### config.mk
export PLATFORM = sky130hd
export DESIGN_NAME = btn_action_scheduler
export DESIGN_NICKNAME = d
export VERILOG_FILES = /design/src/rtl/btn_action_scheduler.sv
export SDC_FILE = /design/constraint.sdc
export NUM_CORES = 1
export LEC_CHECK = 0
export BUFFER_PORTS_ARGS = -buffer_cell sky130_fd_sc_hd__buf_2
export CORE_UTILIZATION = 60
export DETAILED_ROUTE_END_ITERATION = 16
export PLACE_DENSITY = 0.85
export SYNTH_ARGS = -nofsm -noshare
export SYNTH_HDL_FRONTEND = slang
export SYNTH_SLANG_ARGS = --single-unit
### constraint.sdc
create_clock -name clk -period 2.9 [get_ports clk]
set_clock_uncertainty 0.05 [all_clocks]
set_input_delay 0.145 -clock clk [delete_from_list [all_inputs] [get_ports clk]]
set_output_delay 0.145 -clock clk [all_outputs]
set_load 0.02 [all_outputs]
### src/rtl/btn_action_scheduler.sv
// Debounces the four Tetris buttons, generates auto-repeat requests and issues at most one
// one-hot game action per cycle via a round-robin arbiter. Optional macro: BTN_OPPOSE_LOCK_EN.
module btn_action_scheduler #(
    parameter int unsigned DEBOUNCE_CYCLES = 500000,
    parameter int unsigned DAS_DELAY       = 10000000,
    parameter int unsigned DAS_RATE        = 2500000,
    parameter logic [3:0]  REPEAT_MASK     = 4'b1011,
    parameter int unsigned CNT_W           = 24
) (
    input  logic       clk,
    input  logic       rst,
    input  logic [3:0] btn,
    input  logic       game_ready,
    output logic [3:0] pressed,
    output logic [3:0] action,
    output logic       action_valid
);

    typedef enum logic [1:0] {StIdle, StDelay, StRepeat, StHold} rep_state_e;

    localparam logic [CNT_W-1:0] DbLast    = CNT_W'(DEBOUNCE_CYCLES - 1);
    localparam logic [CNT_W-1:0] DelayLast = CNT_W'(DAS_DELAY - 1);
    localparam logic [CNT_W-1:0] RateLast  = CNT_W'(DAS_RATE - 1);

    // Synchronizer
    logic [3:0] sync1_q;
    logic [3:0] sync2_q;

    always_ff @(posedge clk) begin
        if (rst) begin
            sync1_q <= '0;
            sync2_q <= '0;
        end else begin
            sync1_q <= btn;
            sync2_q <= sync1_q;
        end
    end

    // Debounce
    logic [3:0]       pressed_q;
    logic [3:0]       pressed_d;
    logic [CNT_W-1:0] dcnt_q [4];
    logic [CNT_W-1:0] dcnt_d [4];

    always_comb begin
        for (int i = 0; i < 4; i++) begin
            dcnt_d[i]    = '0;
            pressed_d[i] = pressed_q[i];
            if (sync2_q[i] != pressed_q[i]) begin
                if (dcnt_q[i] == DbLast) begin
                    pressed_d[i] = ~pressed_q[i];
                end else begin
                    dcnt_d[i] = dcnt_q[i] + 1'b1;
                end
            end
        end
    end

    always_ff @(posedge clk) begin
        if (rst) begin
            pressed_q <= '0;
            for (int i = 0; i < 4; i++) begin
                dcnt_q[i] <= '0;
            end
        end else begin
            pressed_q <= pressed_d;
            for (int i = 0; i < 4; i++) begin
                dcnt_q[i] <= dcnt_d[i];
            end
        end
    end

    // Auto-repeat
    logic oppose_lock;

`ifdef BTN_OPPOSE_LOCK_EN
    assign oppose_lock = pressed_q[0] & pressed_q[1];
`else
    assign oppose_lock = 1'b0;
`endif

    rep_state_e       rep_q  [4];
    rep_state_e       rep_d  [4];
    logic [CNT_W-1:0] rcnt_q [4];
    logic [CNT_W-1:0] rcnt_d [4];
    logic [3:0]       req;

    always_comb begin
        for (int i = 0; i < 4; i++) begin
            rep_d[i]  = rep_q[i];
            rcnt_d[i] = rcnt_q[i];
            req[i]    = 1'b0;
            if (!pressed_q[i]) begin
                rep_d[i]  = StIdle;
                rcnt_d[i] = '0;
            end else begin
                case (rep_q[i])
                    StIdle: begin
                        req[i]    = 1'b1;
                        rcnt_d[i] = '0;
                        rep_d[i]  = REPEAT_MASK[i] ? StDelay : StHold;
                    end
                    StDelay: begin
                        if (oppose_lock && (i < 2)) begin
                            rcnt_d[i] = '0;
                        end else if (rcnt_q[i] == DelayLast) begin
                            req[i]    = 1'b1;
                            rcnt_d[i] = '0;
                            rep_d[i]  = StRepeat;
                        end else begin
                            rcnt_d[i] = rcnt_q[i] + 1'b1;
                        end
                    end
                    StRepeat: begin
                        // Opposing lock restarts the full initial delay once released
                        if (oppose_lock && (i < 2)) begin
                            rcnt_d[i] = '0;
                            rep_d[i]  = StDelay;
                        end else if (rcnt_q[i] == RateLast) begin
                            req[i]    = 1'b1;
                            rcnt_d[i] = '0;
                        end else begin
                            rcnt_d[i] = rcnt_q[i] + 1'b1;
                        end
                    end
                    StHold: begin
                        rcnt_d[i] = '0;
                    end
                    default: begin
                        rep_d[i]  = StIdle;
                        rcnt_d[i] = '0;
                    end
                endcase
            end
        end
    end

    always_ff @(posedge clk) begin
        if (rst) begin
            for (int i = 0; i < 4; i++) begin
                rep_q[i]  <= StIdle;
                rcnt_q[i] <= '0;
            end
        end else begin
            for (int i = 0; i < 4; i++) begin
                rep_q[i]  <= rep_d[i];
                rcnt_q[i] <= rcnt_d[i];
            end
        end
    end

    // Pending requests and round-robin arbiter
    logic [3:0] pending_q;
    logic [3:0] pending_d;
    logic [3:0] grant;
    logic [1:0] ptr_q;
    logic [1:0] ptr_d;
    logic [1:0] win_idx;
    logic [1:0] probe;
    logic       found;
    logic [3:0] action_q;
    logic [3:0] action_d;
    logic       valid_q;
    logic       valid_d;

    always_comb begin
        found   = 1'b0;
        win_idx = '0;
        probe   = '0;
        for (int k = 0; k < 4; k++) begin
            probe = ptr_q + 2'(k);
            if (!found && pending_q[probe]) begin
                found   = 1'b1;
                win_idx = probe;
            end
        end

        grant    = '0;
        action_d = '0;
        valid_d  = 1'b0;
        ptr_d    = ptr_q;
        if (game_ready && found) begin
            grant    = 4'b0001 << win_idx;
            action_d = grant;
            valid_d  = 1'b1;
            ptr_d    = win_idx + 2'd1;
        end

        // A new request in the grant cycle must survive the clear
        pending_d = (pending_q & ~grant) | req;
    end

    always_ff @(posedge clk) begin
        if (rst) begin
            pending_q <= '0;
            ptr_q     <= '0;
            action_q  <= '0;
            valid_q   <= 1'b0;
        end else begin
            pending_q <= pending_d;
            ptr_q     <= ptr_d;
            action_q  <= action_d;
            valid_q   <= valid_d;
        end
    end

    assign pressed      = pressed_q;
    assign action       = action_q;
    assign action_valid = valid_q;

endmodule

======== Word-level counts from Yosys, hierarchy flattened ========
Memory sizes are Yosys's and may differ from the RTL's.
Index checks and enable logic that the tools add are counted.
storage, ports and cells
  register bits after elaboration ......... 23
  latch bits .............................. 0
  bits in writable memories ............... 200
  ROM bits ................................ 0
  bits of input ports ..................... 7
  output and inout port bits .............. 9
  logic and storage cells ................. 181
  memories ................................ 3
memories
  name    words  width  read ports  clocked after Yosys merged registers in  write ports  RTL line  RTL
  dcnt_q  4      24     4           0                                        4            42        logic [CNT_W-1:0] dcnt_q [4];
  rcnt_q  4      24     4           0                                        4            84        logic [CNT_W-1:0] rcnt_q [4];
  rep_q   4      2      4           0                                        4            82        rep_state_e rep_q [4];
cells by class
  add/subtract/negate cells ............... 12
  multipliers ............................. 0
  div/mod/pow operators ................... 0
  magnitude comparators ................... 4
  eq/ne operators ......................... 28
  shift-type cells ........................ 1
  muxes and demuxes ....................... 85
  bitwise logic cells ..................... 19
  reductions and logical operators ........ 19
operators with widths
  operator                                                              count
  24-bit two-way mux                                                    28
  24-bit one-hot mux with 3 select lines                                4
  24-bit by 1-bit adder with 24-bit output, second input constant       8
  24-bit by 19-bit == test with 1-bit output, second input constant     4
  24-bit by 22-bit == test with 1-bit output, second input constant     4
  24-bit == test, second input constant                                 4
  2-bit two-way mux                                                     16
  1-bit two-way mux                                                     24
  2-bit == test, second input constant                                  8
  2-bit one-hot mux with 2 select lines                                 4
  2-bit by 3-bit < comparator with 1-bit output, second input constant  4
  1-bit OR                                                              12
  1-bit one-hot mux with 3 select lines                                 4
  1-bit binary-select mux with 2-bit select                             4
  2-bit by 1-bit == test with 1-bit output, second input constant       4
  2-bit logical NOT                                                     4
  2-bit AND reduction                                                   4
  2-bit OR reduction                                                    4
  2-bit by 1-bit adder with 2-bit output, second input constant         2
  2-bit adder, second input constant                                    2
  4-bit bitwise AND                                                     1
  1-bit logical AND                                                     4
  4-bit two-way mux                                                     1
  1-bit inequality test                                                 4
  5 further kinds                                                       10

======== Depth between registers and ports, before layout ========
  word-level depth ........................ 17
  mapped depth ............................ 10
  depth with buffers taken out ............ 10

======== Least setup slack after synthesis ========
No wires, ideal clock.
  path type ............................... register to register
  from .................................... memory rcnt_q[3][0]
  to ...................................... memory rcnt_q[3][15]
  library setup time ...................... 0.115 ns
  arrival time ............................ 1.922 ns
  data required time ...................... 2.735 ns
  setup slack ............................. 0.814 ns
  cell stages (with the launch flop) ...... 8
  path buffers ............................ 1
  clock period less this slack ............ 2.086 ns
  path through ............................ dfxtp_1 -> ha_1 -> and4_1 -> nand3_1 -> or4_1 -> a22oi_4 -> buf_6 -> nor2_1
RTL lines
  element          RTL line
  start, declared  84

==> impl_metrics.ini <==
[clocking]
insertion_delay_ns = 0.50
cts_buffers = 23
htree_num_levels = 1
cts.clk_slew.worst_paths_ns = 0.06
cts_tree = built
root_buffer = clkbuf_16
clock-sinks = 223
clock_path_buffers = 3
cts_resized = 0

[final_layout]
utilization_pct = 68.69
antenna_cells = 0
nets = 1181
drive_gt1_share_pct = 6.388
syn2layout_area_growth_pct = 10.75

[power]
swShare_pct = 19.70
clkPwrFrac_pct = 47.7
seqPwrFrac_pct = 51.6
combPwrFrac_pct = 0.7
power_density_nw_per_um2 = 542.1
intPower_mw = 4.784
switchingPower_mw = 1.174
vdd_drop_max_uv = 410.5
p_leak_nw = 3.476

[die]
coreArea_um2 = 16000
start_util_pct = 62.02
dieArea_um2 = 17060
io_pins = 16
die_w_um = 130.6
fp-row-count = 46
die_h_um = 130.6

[synthesis]
syn-instance-count = 1132
yosysMostFrequentCell = nor2_1
synthMuxAreaShare_pct = 0.5044
synthAdderAreaFrac_pct = 1.513
ys_seq_elements = 223
synth_top_area_cell = dfxtp_1
synth-simple-area-share_pct = 31.58
yosysSeqAreaShare_pct = 44.99
syn_area_um2 = 9923
synth_edf_count = 0
synth-xor-area-share_pct = 15.45
synth_common_cells = 240 x nor2_1, 223 x dfxtp_1, 120 x xor2_1
ys_async_sr_fraction_pct = 0
post_synth_num_cell_types = 51
synth_area_per_cell_um2 = 8.766
synth_top_cell_area_share_pct = 44.99
netlist_top_cells_area = dfxtp_1 45%, xor2_1 11%, nor2_1 9.1%
synth_compound_area_share_pct = 3.064
syn_nets = 1151
ys.flop_type = dfxtp_1
synth_top_family_by_area = simple AND/OR/NAND/NOR gates
synth_warnings = 0

[critical_path]
slowest_stage = or4_1
path_cells = ha_1, and4_1, nand3_1, or4_1, a22oi_4, nor2_1
cp-start-kind = flip-flop
cp_max_fo = 23
worst-r2r-setup-slack_ns = 0.41
path_class = reg -> reg
slowest_delay_ns = 0.64
worstPathRequired_ns = 3.20
critPathArrivalTime_ns = 2.79
path_delay_family = simple AND/OR/NAND/NOR gates
worst-path-buf-inv = 0
cp-end-kind = flip-flop

[timing]
grt_setup_unrepaired = no
setup_viol = 0
period_minus_slack_ns = 2.489
drv_slew = 0
setup_tns_ns = 0
relSlewSlack_pct = 40.77
hold_viol = 0
finalCritPeriodShare_pct = 85.83
whs_ns = 0.3792
fmax_mhz = 401.8
tightestPinTransition_ns = 0.8817

[grt]
antenna_found_initial = 0
gr-total-overflow = 0
grt_max_degree = 25
grt_usage_pct = 22.84
grt_pass1_wl_um = 32480
grt_pass1_vias = 7251

[routing]
drtPass1Iterations = 5
drt_wl_total_um = 18910
drt-initial-drc-count = 368
drc = 0
num_vias = 7804
ant_nets = 0
post_drt_wl_per_cell_um = 13.61
vias_per_cell = 5.614

[placed_design]
gp_congestion = 0.8554
dp_hpwl_um = 12620
io_buffers = 15

[run_status]
status = finished clean

[min_path]
holdCritPathClass = in -> reg

[run]
maxCapViolations = 0
layout make-up:
cell class	instances	area [um2]
Multi-Input combinational cell	850	5171
Fill cell	1282	5010
Sequential cell	223	4464
Clock buffer	29	628.1
Tap cell	216	270.3
Timing Repair Buffer	37	262.8
Inverter	27	101.3
Clock inverter	8	92.59
worst register-to-register path, delay by kind of cell, from the launching register on:
kind            cells  cell delay [ns]
compound gates      1             0.55
fa+ha+maj           1             0.24
flops               1             0.38
simple gates        4             1.13
layout by cell type (no fill, tap or decap), drive strengths merged, types with 5 or more instances in the layout:
| cell type | instances |
|---|---|
| nor4b | 13 |
| and2 | 5 |
| ha | 12 |
| nor3 | 23 |
| buf | 28 |
| clkbuf | 29 |
| nor2 | 240 |
| and3 | 16 |
| nor4 | 29 |
| nand3 | 82 |
| a211oi | 7 |
| dlygate4sd3 | 9 |
| dfxtp | 223 |
| nand2 | 65 |
| inv | 27 |
| xnor2 | 55 |
| nand4 | 65 |
| clkinv | 5 |
| mux2i | 5 |
| nand2b | 14 |
| nor2b | 15 |
| or3 | 7 |
| or4 | 7 |
| and4 | 19 |
| xor2 | 120 |
| a21oi | 10 |
cell families (layout without fill, tap and decap cells):
family	after synthesis	after routing
compound gates	38	38
xor+xnor	175	175
fa+ha+maj	12	12
buf+inv	59	101
flops	223	223
mux	5	5
simple gates	620	620
state kept, by name, summed over array words and instances (netlist names), 2 cells and up:
signal	flops
dcnt_q	96
rcnt_q	96
rep_q	8
action	4
pending_q	4
pressed	4
sync1_q	4
sync2_q	4
ptr_q	2
stage by stage:
stage / power, mW / worst slack, ns / cells / area [um2]
after floorplan: 3.163 / 0.8136 / 1132 / 9923
after global placement: 3.174 / 0.5277 / 1344 / 10180
after detailed placement: 3.175 / 0.4546 / 1344 / 10180
after CTS: 6.004 / 0.3900 / 1390 / 10990
after global routing: 6.135 / 0.2189 / 1390 / 10990
final: 5.958 / 0.4109 / 1390 / 10990
power groups by stage:
stage | Sequential (mW) | Combinational, mW | Clock, mW
5_1_grt | 3.07 | 0.0478 | 3.01
6_report | 3.07 | 0.0432 | 2.84
4_1_cts | 3.07 | 0.0432 | 2.89
3_5_place_dp | 3.14 | 0.0336 | 0
3_3_place_gp | 3.14 | 0.0329 | 0
2_1_floorplan | 3.14 | 0.0227 | 0
worst paths after layout:
check               startpoint             to  cells past startpoint
setup / recovery  rcnt_q[3][0]  rcnt_q[3][18]                      6
hold / removal          btn[1]     sync1_q[1]                      3
setup reg to reg  rcnt_q[3][0]  rcnt_q[3][18]                      6
hold reg to reg     sync1_q[2]     sync2_q[2]                      1
routing by layer:
| layer | vias up | share of wire (%) | GRT usage, % |
|---|---|---|---|
| met5 | - | 0 | 0 |
| met4 | 0 | 1.8 | 5.680 |
| met3 | 32 | 4.0 | 3.827 |
| met2 | 133 | 48 | 40.62 |
| met1 | 3663 | 46 | 28.69 |
| li1 | 3976 | - | - |
repair_timing:
action	CTS	global route
hold buffers	9	0
buffers inserted	0	0
hold endpoints to repair	10	0
No activity file was read; power rests on OpenSTA's default activity.
